$ cat config.mk
export PLATFORM = sky130hd
export DESIGN_NAME = bs_mc_accum_ctrl
export DESIGN_NICKNAME = d
export VERILOG_FILES = /design/src/rtl/bs_pkg.sv /design/src/rtl/bs_valid_pipe.sv /design/src/rtl/bs_mc_accum_ctrl.sv
export SDC_FILE = /design/constraint.sdc
export NUM_CORES = 1
export LEC_CHECK = 0
export ABC_AREA = 1
export CORE_UTILIZATION = 54
export CTS_CLUSTER_DIAMETER = 40
export DETAILED_ROUTE_END_ITERATION = 10
export GPL_TIMING_DRIVEN = 0
export PLACE_DENSITY_LB_ADDON = 0.3
export SETUP_SLACK_MARGIN = 0.2
export SLEW_MARGIN = 5
export SYNTH_ARGS = -nofsm -noshare
export SYNTH_HDL_FRONTEND = slang
export SYNTH_SLANG_ARGS = --single-unit
$ cat constraint.sdc
create_clock -name clk -period 3.8 [get_ports clk]
set_input_delay 0.57 -clock clk [delete_from_list [all_inputs] [get_ports clk]]
set_output_delay 0.57 -clock clk [all_outputs]
set_load 0.01 [all_outputs]
$ cat src/rtl/bs_pkg.sv
// bs_pkg: shared encodings, 44.20 fixed-point constants and datapath latency budget for the BS Monte-Carlo run controller.
package bs_pkg;
  localparam logic [3:0] CMD_RUN     = 4'd1;
  localparam logic [3:0] CMD_ACK     = 4'd2;
  localparam logic [3:0] CMD_ABORT   = 4'd3;
  localparam logic [3:0] ST_IDLE     = 4'd0;
  localparam logic [3:0] ST_RUNNING  = 4'd1;
  localparam logic [3:0] ST_DRAIN    = 4'd2;
  localparam logic [3:0] ST_COMPLETE = 4'd3;
  localparam int FX_INT_W  = 44;
  localparam int FX_FRAC_W = 20;
  localparam logic [63:0] FX_ONE = 64'd1 << FX_FRAC_W;
  // fp datapath stage latencies: exp, multiply, add, square
  localparam int LAT_EXP = 20;
  localparam int LAT_MUL = 5;
  localparam int LAT_ADD = 8;
  localparam int LAT_SQ  = 12;
  localparam int BS_PIPE_LAT = LAT_EXP + LAT_MUL + LAT_ADD + LAT_SQ;
endpackage

$ cat src/rtl/bs_valid_pipe.sv
// bs_valid_pipe: valid delay line; o_tap marks a result DEPTH cycles after issue, o_inflight excludes the path retiring this cycle.
module bs_valid_pipe #(
  parameter int DEPTH = 45,
  parameter int CW    = $clog2(DEPTH + 2)
) (
  input  logic          clk,
  input  logic          reset,
  input  logic          i_valid,
  output logic          o_tap,
  output logic [CW-1:0] o_inflight
);
  logic [DEPTH-1:0] r_sr;
  logic [CW-1:0]    r_cnt;
  assign o_tap      = r_sr[DEPTH-1];
  assign o_inflight = r_cnt - CW'(o_tap) + CW'(i_valid);
  always_ff @(posedge clk) begin
    if (reset) begin
      r_sr  <= '0;
      r_cnt <= '0;
    end else begin
      r_sr  <= (r_sr << 1) | DEPTH'(i_valid);
      r_cnt <= r_cnt + CW'(i_valid) - CW'(o_tap);
    end
  end
endmodule

$ cat src/rtl/bs_mc_accum_ctrl.sv
// bs_mc_accum_ctrl: count-exact, drain-aware run controller and saturating payoff accumulator.
// Define BS_ANTITHETIC_EN to issue each sample twice (second copy sign-flipped).
module bs_mc_accum_ctrl
  import bs_pkg::*;
#(
  parameter int DATA_W   = 32,
  parameter int ACC_W    = 64,
  parameter int PIPE_LAT = BS_PIPE_LAT,
  parameter int CNT_W    = 32
) (
  input  logic              clk,
  input  logic              reset,
  input  logic [3:0]        cmd,
  input  logic [CNT_W-1:0]  cfg_npaths,
  input  logic              grn_valid,
  input  logic [DATA_W-1:0] grn_data,
  output logic              grn_ready,
  output logic [DATA_W-1:0] dp_din,
  output logic              dp_issue,
  input  logic [ACC_W-1:0]  dp_payoff,
  input  logic [ACC_W-1:0]  dp_payoff_sq,
  output logic [3:0]        status,
  output logic [ACC_W-1:0]  sum,
  output logic [ACC_W-1:0]  sum_sq,
  output logic [CNT_W-1:0]  paths_done,
  output logic              ovf
);
  localparam int IFW = $clog2(PIPE_LAT + 2);
  logic [3:0]        r_status;
  logic [CNT_W-1:0]  r_npaths, r_issued, r_done;
  logic [DATA_W-1:0] r_din;
  logic              r_issue, r_ovf;
  logic [ACC_W-1:0]  r_sum, r_sum_sq;
  logic              w_abort, w_accept, w_mir, w_busy, w_issue, w_tap;
  logic [CNT_W-1:0]  w_iss_nxt;
  logic [IFW-1:0]    w_inflight;
  logic [ACC_W:0]    w_sum_add, w_sq_add;
  assign w_abort   = cmd == CMD_ABORT;
  assign grn_ready = (r_status == ST_RUNNING) && (r_issued != r_npaths) && !w_busy && !w_abort;
  assign w_accept  = grn_valid && grn_ready;
  assign w_issue   = w_accept || w_mir;
  assign w_iss_nxt = r_issued + CNT_W'(w_issue);
  assign w_sum_add = {1'b0, r_sum} + {1'b0, dp_payoff};
  assign w_sq_add  = {1'b0, r_sum_sq} + {1'b0, dp_payoff_sq};
`ifdef BS_ANTITHETIC_EN
  logic r_mirror;
  assign w_busy = r_mirror;
  assign w_mir  = (r_status == ST_RUNNING) && r_mirror && !w_abort;
  // mirror is owed only if a path remains after the original
  always_ff @(posedge clk) r_mirror <= !reset && w_accept && (r_issued + CNT_W'(1) != r_npaths);
`else
  assign w_busy = 1'b0;
  assign w_mir  = 1'b0;
`endif
  bs_valid_pipe #(.DEPTH(PIPE_LAT), .CW(IFW)) u_vpipe (
    .clk       (clk),
    .reset     (reset),
    .i_valid   (r_issue),
    .o_tap     (w_tap),
    .o_inflight(w_inflight)
  );
  always_ff @(posedge clk) begin
    if (reset) begin
      r_status <= ST_IDLE;
      r_npaths <= '0;
      r_issued <= '0;
      r_done   <= '0;
      r_din    <= '0;
      r_issue  <= 1'b0;
      r_ovf    <= 1'b0;
      r_sum    <= '0;
      r_sum_sq <= '0;
    end else begin
      r_issue  <= w_issue;
      r_issued <= w_iss_nxt;
      if (w_accept) r_din <= grn_data;
      else if (w_mir) r_din <= {~r_din[DATA_W-1], r_din[DATA_W-2:0]};
      if (w_tap && r_status != ST_IDLE) begin
        r_sum    <= w_sum_add[ACC_W] ? '1 : w_sum_add[ACC_W-1:0];
        r_sum_sq <= w_sq_add[ACC_W] ? '1 : w_sq_add[ACC_W-1:0];
        r_done   <= r_done + CNT_W'(1);
        r_ovf    <= r_ovf | w_sum_add[ACC_W] | w_sq_add[ACC_W];
      end
      case (r_status)
        ST_IDLE: if (cmd == CMD_RUN) begin
          r_npaths <= cfg_npaths;
          r_issued <= '0;
          r_done   <= '0;
          r_sum    <= '0;
          r_sum_sq <= '0;
          r_ovf    <= 1'b0;
          r_status <= (cfg_npaths == '0) ? ST_COMPLETE : ST_RUNNING;
        end
        ST_RUNNING:  if (w_abort || w_iss_nxt == r_npaths) r_status <= ST_DRAIN;
        ST_DRAIN:    if (w_inflight == '0) r_status <= ST_COMPLETE;
        ST_COMPLETE: if (cmd == CMD_ACK) r_status <= ST_IDLE;
        default:     r_status <= ST_IDLE;
      endcase
    end
  end
  assign status     = r_status;
  assign dp_din     = r_din;
  assign dp_issue   = r_issue;
  assign sum        = r_sum;
  assign sum_sq     = r_sum_sq;
  assign paths_done = r_done;
  assign ovf        = r_ovf;
endmodule
==> results.toml, run 1 <==
[sta]
worstMarginPinSlew_ns = 0.9818
fin_crit_sh_pct = 92.62
fmax_mhz = 284.1
final_max_slew_viol_count = 0
slew_headroom_pct = 33.85
skew_ns = 0.02027
hold_viol = 0
min_period_ns = 3.520
rsz0062_at_grt = "true"
setup_viol = 0

[grt]
grt_pass1_wl_mm = 124.9
grt_pass1_vias = 23200
grt_max_degree = 14
antenna_found_initial = 3
overflow = 0
grt.total_usage_pct = 38.60

[detailed_routing]
vias = 24740
post_drt_wl_per_cell_um = 18.73
drtIter0Drc = 2039
viasPerCell = 5.576
wirelength_mm = 83.11
drtAntennaViolNets = 0
drc_errors = 0
firstDrtPassIters = 9

[setup_path]
crit_fanout = 6
critPathRequiredTime_ns = 4.34
critPathBufInv = 3
rr_startpoint = "r_issued[4]"
cp-end-kind = "flop"
crit_top_cell = "nand2_1"
cp.arrival_ns = 4.06
r2r-end = "status[1]"
crit_family = "simple AND/OR/NAND/NOR gates"
reg2regPathDepth = 27
cp_slowest_stage_delay_ns = 0.40
critPathKind = "flop to flop"
rrSetupSlack_ns = 0.28
crit_slowest_cell = "nor4_4"
cp-start-kind = "flop"

[placement]
gp_congestion = 1.047
io_buffer_count = 394
dpl.hpwl_mm = 65.39

[synthesis]
ys_async_sr_fraction_pct = 0
ys_ff_latch = 311
synth_edf_count = 0
yosys_warnings = 0
synth_ff_type = "dfxtp_1"
syn_area_sq_mm = 0.02189
syn_area_per_cell_sq_um = 6.435
synthCells = 3402
yosysUniqueCellTypes = 52
synth_seq_area_share_pct = 28.44

[layout]
area_growth_pct = 30.88
utilization_pct = 71.94
drive_above_1_share_pct = 6.114
fin_nets = 4209

[die]
die_h_um = 203.3
io_pins = 398
core-area_sq_mm = 0.03982
start_util_pct = 54.97
die_area_sq_mm = 0.04135
rows = 73
die_x_um = 203.3

[clock_network]
root_buffer = "clkbuf_16"
cts_num_sinks = 311
cts_buffer_depth = 3
clk_latency_ns = 0.61
cts.htree.levels = 2
cts_tree = "built"
clkTransAtPathRegs_ns = 0.06
cts_buffers = 52

[min_path]
min_from = "u_vpipe.r_sr[20]"
min_to = "u_vpipe.r_sr[21]"
hp-class = "flop to flop"
hold-path-cell-count = 2

[outcome]
status = "complete, no violations"

[pwr]
power_density_mw_per_mm2 = 331.9
power.total_mw = 9.509
leakage_nw = 12.07
ir_drop_mv = 0.4227

[run]
drv_cap = 0
## synthesized netlist by cell type, types with 9 or more instances
library cell    n  area (sq um)
nand2_1       664          2492
nor2_1        530          1989
inv_1         457          1715
a21oi_1       323          1617
dfxtp_1       311          6226
o21ai_0       259          1296
nand3_1       144         720.7
ha_1          142          1777
xor2_1         94         823.3
xnor2_1        69         604.3
a31oi_1        49         306.5
nor3_1         48         240.2
clkbuf_1       47         176.4
nand4_1        36         225.2
o21bai_1       34         255.2
nor4_1         20         125.1
a21o_1         14         105.1
o21ai_1        14         70.07
buf_2          13         65.06
o211ai_1       11         82.58
nor2_2         10         62.56
a21boi_0        9         67.56
nand2_2         9         56.30
nor2_4          9         101.4
## flip-flops by register name, summed over array words and instances, names as in the netlist
signal and cells:
ovf 1, r_npaths 32, dp_issue 1, u_vpipe.r_cnt 6
u_vpipe.r_sr 45, dp_din 32, r_issued 32, sum_sq 64
status 2, sum 64, paths_done 32
## stage by stage
step	cells	TNS [ns]	setup WS, ns	instance area, sq um	hold slack, ns
floorplan	3403	0	0.6376	21890	0.3883
global route	4437	0	0.1302	28650	0.4144
global placement	4322	-2.153	-0.5095	26500	0.3894
detailed placement	4322	-1.912	-0.5480	26500	0.3940
CTS	4424	0	0.2025	28380	0.4025
finish	4437	0	0.2805	28650	0.3936
## final cells by class
type / instances / area, sq um
Inverter: 467 / 1759
Sequential cell: 311 / 6245
Clock buffer: 65 / 1431
Fill cell: 3399 / 11170
Antenna cell: 3 / 7.507
Clock inverter: 33 / 325.3
Timing Repair Buffer: 408 / 4049
Multi-Input combinational cell: 2547 / 13790
Buffer: 78 / 387.9
Tap cell: 525 / 656.9
## cell usage in the layout (no fill, tap or decap), types with 11 or more instances in the layout
master	instances
nor4_1	17
o211ai_1	11
nand2_1	662
a21oi_1	323
buf_2	11
xor2_1	89
a31oi_1	49
o21ai_0	259
nand3_1	140
nor3_1	48
nor2_2	13
ha_1	140
a21o_1	14
clkbuf_16	53
buf_4	19
dfxtp_1	298
clkdlybuf4s50_1	394
nor2_1	526
o21bai_1	34
nand4_1	36
inv_1	455
xnor2_1	61
dfxtp_2	12
clkbuf_1	51
o21ai_1	14
## how the worst max path moves through the flow
stage	start	end	slack (ns)	cells after the start
2_1_floorplan	r_issued[25]	status[0]	0.64	26
3_3_place_gp	cmd[3]	status[1]	-0.51	23
3_5_place_dp	cmd[2]	status[1]	-0.55	23
4_1_cts	r_issued[1]	status[1]	0.20	24
5_1_grt	r_issued[11]	status[1]	0.13	26
6_report	r_issued[4]	status[1]	0.28	27
## kinds of logic (layout without fill, tap and decap cells)
logic type,after synthesis,after routing,share of synthesized area (%)
xor gates and xnor gates,163,163,6.521
adders and majority gates,145,145,8.390
DFF,311,311,28.44
AOI/OAI and AO/OA,731,731,18.02
and+or+nand+nor,1506,1506,28.92
buffers and inverters,545,1051,9.688
other,1,5,0.01713
## what timing repair did
action / in CTS / in global routing
hold endpoints to repair: 0 / 0
gates resized for setup: 28 / 40
endpoints found under the setup margin: 6 / 2
buffers inserted: 4 / 10
pin swaps: 12 / 23
hold buffers: 0 / 0
## routing by layer
| layer | vias to the layer above | wire length (um) | GRT usage, % |
|---|---|---|---|
| met1 | 11250 | 34050 | 48.78 |
| met3 | 255 | 6965 | 6.743 |
| met5 | - | 0 | 0 |
| met2 | 1195 | 37480 | 62.37 |
| li1 | 12040 | - | - |
| met4 | 0 | 4618 | 21.00 |
## report_power, final
group | internal (mW) | switching [mW] | total [mW]
clock network | 2.86 | 1.88 | 4.74
registers | 3.33 | 0.0550 | 3.38
logic | 0.596 | 0.792 | 1.39
total | 6.78 | 2.72 | 9.51
## worst register-to-register path: stages, from the launching register on
cell and delay (ns):
dfxtp_2 0.31, buf_6 0.13, xnor2_4 0.16, nand4_1 0.19, nor4_4 0.40, nand3_2 0.19, nand3_4 0.14, inv_4 0.05
buf_8 0.13, ha_4 0.17, ha_4 0.18, nand2_4 0.07, nor2_4 0.07, nand2_4 0.09, nor2_4 0.08, nand2_1 0.06
nand2_1 0.05, nor2_1 0.09, nand2_1 0.11, nor2_2 0.15, nand2_1 0.07, nor2_2 0.13, nand3_2 0.09, nand2_2 0.07
nand2_2 0.07, nand2_1 0.06, nand2_1 0.04, nor2_1 0.09
Note: power is estimated with default switching activity, not from simulation.
==> inputs of run 2 (changes only) <==
- ABC_CLOCK_PERIOD_IN_PS: unset -> 3050
- CORE_UTILIZATION: 54 -> 49
- CTS_BUF_LIST: unset -> sky130_fd_sc_hd__clkbuf_16
- clock period: 3.8 -> 3.05 ns (I/O delays scaled with it)
==> run 2 against run 1 <==
Net effect:
- the flow now finishes with violations (setup timing)
- sequential cell count unchanged
- first-iteration DRC count increased by 3.7%
- register-to-register slack worse by 0.69 ns
- worst hold slack improved by 0.0018 ns
- via count decreased by 1.2%
- core utilization decreased by 5.9 points
- die area grew 10%
- fmax increased by 1.7%
- sequential power increased by 25%
- setup slack got worse by 0.69 ns
- final area up 1.7%
- clock power rose by 28%
- largest cell class unchanged
- largest power group unchanged
==> results.toml, run 2 (same netlist as run 1, synthesis figures left out) <==
[outcome]
status = "finished, violations left"
violations = "setup timing"

[clock_network]
cts.htree.levels = 2
cts_buffer_depth = 3
root_buffer = "clkbuf_16"
cts_tree = "built"
clkTransAtPathRegs_ns = 0.06
cts_num_sinks = 311
ctsHoldBuffers = 0
clk_latency_ns = 0.62
cts_buffers = 53

[pwr]
internal_power_mw = 8.660
ir_drop_mv = 0.3579
pwr-share-comb_pct = 14.6
seqPwrFrac_pct = 35.0
leakage_nw = 12.30
power_density_mw_per_mm2 = 413.1
netSwitchingFraction_pct = 28.02
p_clk_share_pct = 50.4
switchingPower_mw = 3.372

[grt]
antenna_found_initial = 3
grt_pass1_vias = 22650
overflow = 0
grt_pass1_wl_mm = 123.4
grt_max_degree = 16
grt.total_usage_pct = 35.00

[sta]
fmax_mhz = 289.0
setup_viol = 2
setup_tns_ns = -0.8013
worstMarginPinSlew_ns = 0.8452
final_max_slew_viol_count = 0
min_period_ns = 3.460
rsz0062_at_grt = "true"
fin_crit_sh_pct = 113.4
slew_headroom_pct = 43.65
skew_ns = 0.02595
hold_viol = 0
setup_slack_ns = -0.4101

[setup_path]
reg2regPathDepth = 27
cp-start-kind = "flop"
crit_slowest_cell = "dfxtp_4"
crit_top_cell = "nand2_2"
crit_cells = 27
crit_fanout = 6
critPathBufInv = 4
crit_family = "simple AND/OR/NAND/NOR gates"
cp-startpoint = "r_issued[2]"
cp.arrival_ns = 4.02
cp_slowest_stage_delay_ns = 0.39
critPathKind = "flop to flop"
critPathRequiredTime_ns = 3.61
cp-end-kind = "flop"
rr_startpoint = "r_issued[2]"

[placement]
gp_congestion = 1.055
dpl.hpwl_mm = 65.25
io_buffer_count = 394

[detailed_routing]
firstDrtPassIters = 6
vias = 24440
drtAntennaViolNets = 0
wirelength_mm = 82.17
drtIter0Drc = 2115
drc_errors = 0
viasPerCell = 5.410
post_drt_wl_per_cell_um = 18.19

[layout]
area_growth_pct = 33.06
final_cell_mix = "nand2_1 (642), nor2_1 (521), inv_1 (455)"
fin_nets = 4225
layout_commonest_cell = "nand2_1"
fill_cells = 4099
drive_above_1_share_pct = 8.106
utilization_pct = 66.01

[run]
drv_cap = 0

[die]
rows = 77
core-area_sq_mm = 0.04412
start_util_pct = 49.61
die_area_sq_mm = 0.04552
die_x_um = 213.4
die_h_um = 213.4
io_pins = 398

[min_path]
min_from = "grn_data[6]"
hold-path-cell-count = 3
hp-class = "primary input to flop"
==> run 2: cell types whose count changed in the layout (fill, tap and decap cells not counted), sizes merged <==
cell,before,now
inv,475,477
clkinvlp,6,7
clkinv,17,21
buf,44,61
bufinv,2,6
clkbuf,113,100
clkdlybuf4s50,394,393
==> run 2: path summary, 6_finish.rpt <==
path / endpoint / slack [ns]
worst min register to register: u_vpipe.r_sr[39] / 0.40
worst max register to register: status[0] / -0.41
worst min-delay path: dp_din[6] / 0.40
worst max-delay path: status[0] / -0.41
==> run 2: per-layer routing <==
metal	wire length [um]	track usage (%)	up-vias
met5	0	0	-
met4	4394	17.81	0
met3	6649	5.492	237
met2	36550	55.79	1096
met1	34580	45.77	11040
li1	-	-	12070
==> run 2: power by group through the flow <==
stage | clock network (mW) | logic [mW] | registers, mW
floorplan | 0 | 0.881 | 4.30
global placement | 0 | 1.57 | 4.29
detailed placement | 0 | 1.58 | 4.29
CTS | 6.12 | 1.66 | 4.21
global route | 6.31 | 1.91 | 4.22
finish | 6.07 | 1.75 | 4.21
==> run 2: layout make-up <==
| cell class | count | area (sq um) | area share [%] |
|---|---|---|---|
| Multi-Input combinational cell | 2547 | 13920 | 47.81 |
| Sequential cell | 311 | 6254 | 21.47 |
| Timing Repair Buffer | 423 | 4185 | 14.37 |
| Inverter | 467 | 1774 | 6.091 |
| Clock buffer | 53 | 1326 | 4.553 |
| Tap cell | 592 | 740.7 | 2.543 |
| Clock inverter | 44 | 490.5 | 1.684 |
| Buffer | 78 | 425.4 | 1.460 |
| Antenna cell | 3 | 7.507 | 0.02577 |
==> run 2: per-stage QoR <==
| step | hold WS [ns] | power (mW) | worst slack (ns) | instance area, sq um | std cells |
|---|---|---|---|---|---|
| finish | 0.3954 | 12.03 | -0.4101 | 29130 | 4518 |
| global route | 0.3877 | 12.43 | -0.6473 | 29130 | 4517 |
| CTS | 0.3734 | 11.99 | -0.3229 | 28740 | 4501 |
| detailed placement | 0.3949 | 5.870 | -0.8602 | 26650 | 4389 |
| global placement | 0.3890 | 5.858 | -0.8270 | 26650 | 4389 |
| floorplan | 0.3883 | 5.182 | 0.2277 | 21960 | 3403 |
==> run 2: timing repair <==
item | in CTS | in global routing
buffers inserted | 15 | 14
endpoints found under the setup margin | 133 | 151
pin swaps | 17 | 27
resized for setup | 59 | 96
==> run 2: tightest hold or removal path: stages <==
cell and delay, ns:
clkdlybuf4s50_1 0.39, nand2_1 0.06, a21oi_1 0.05
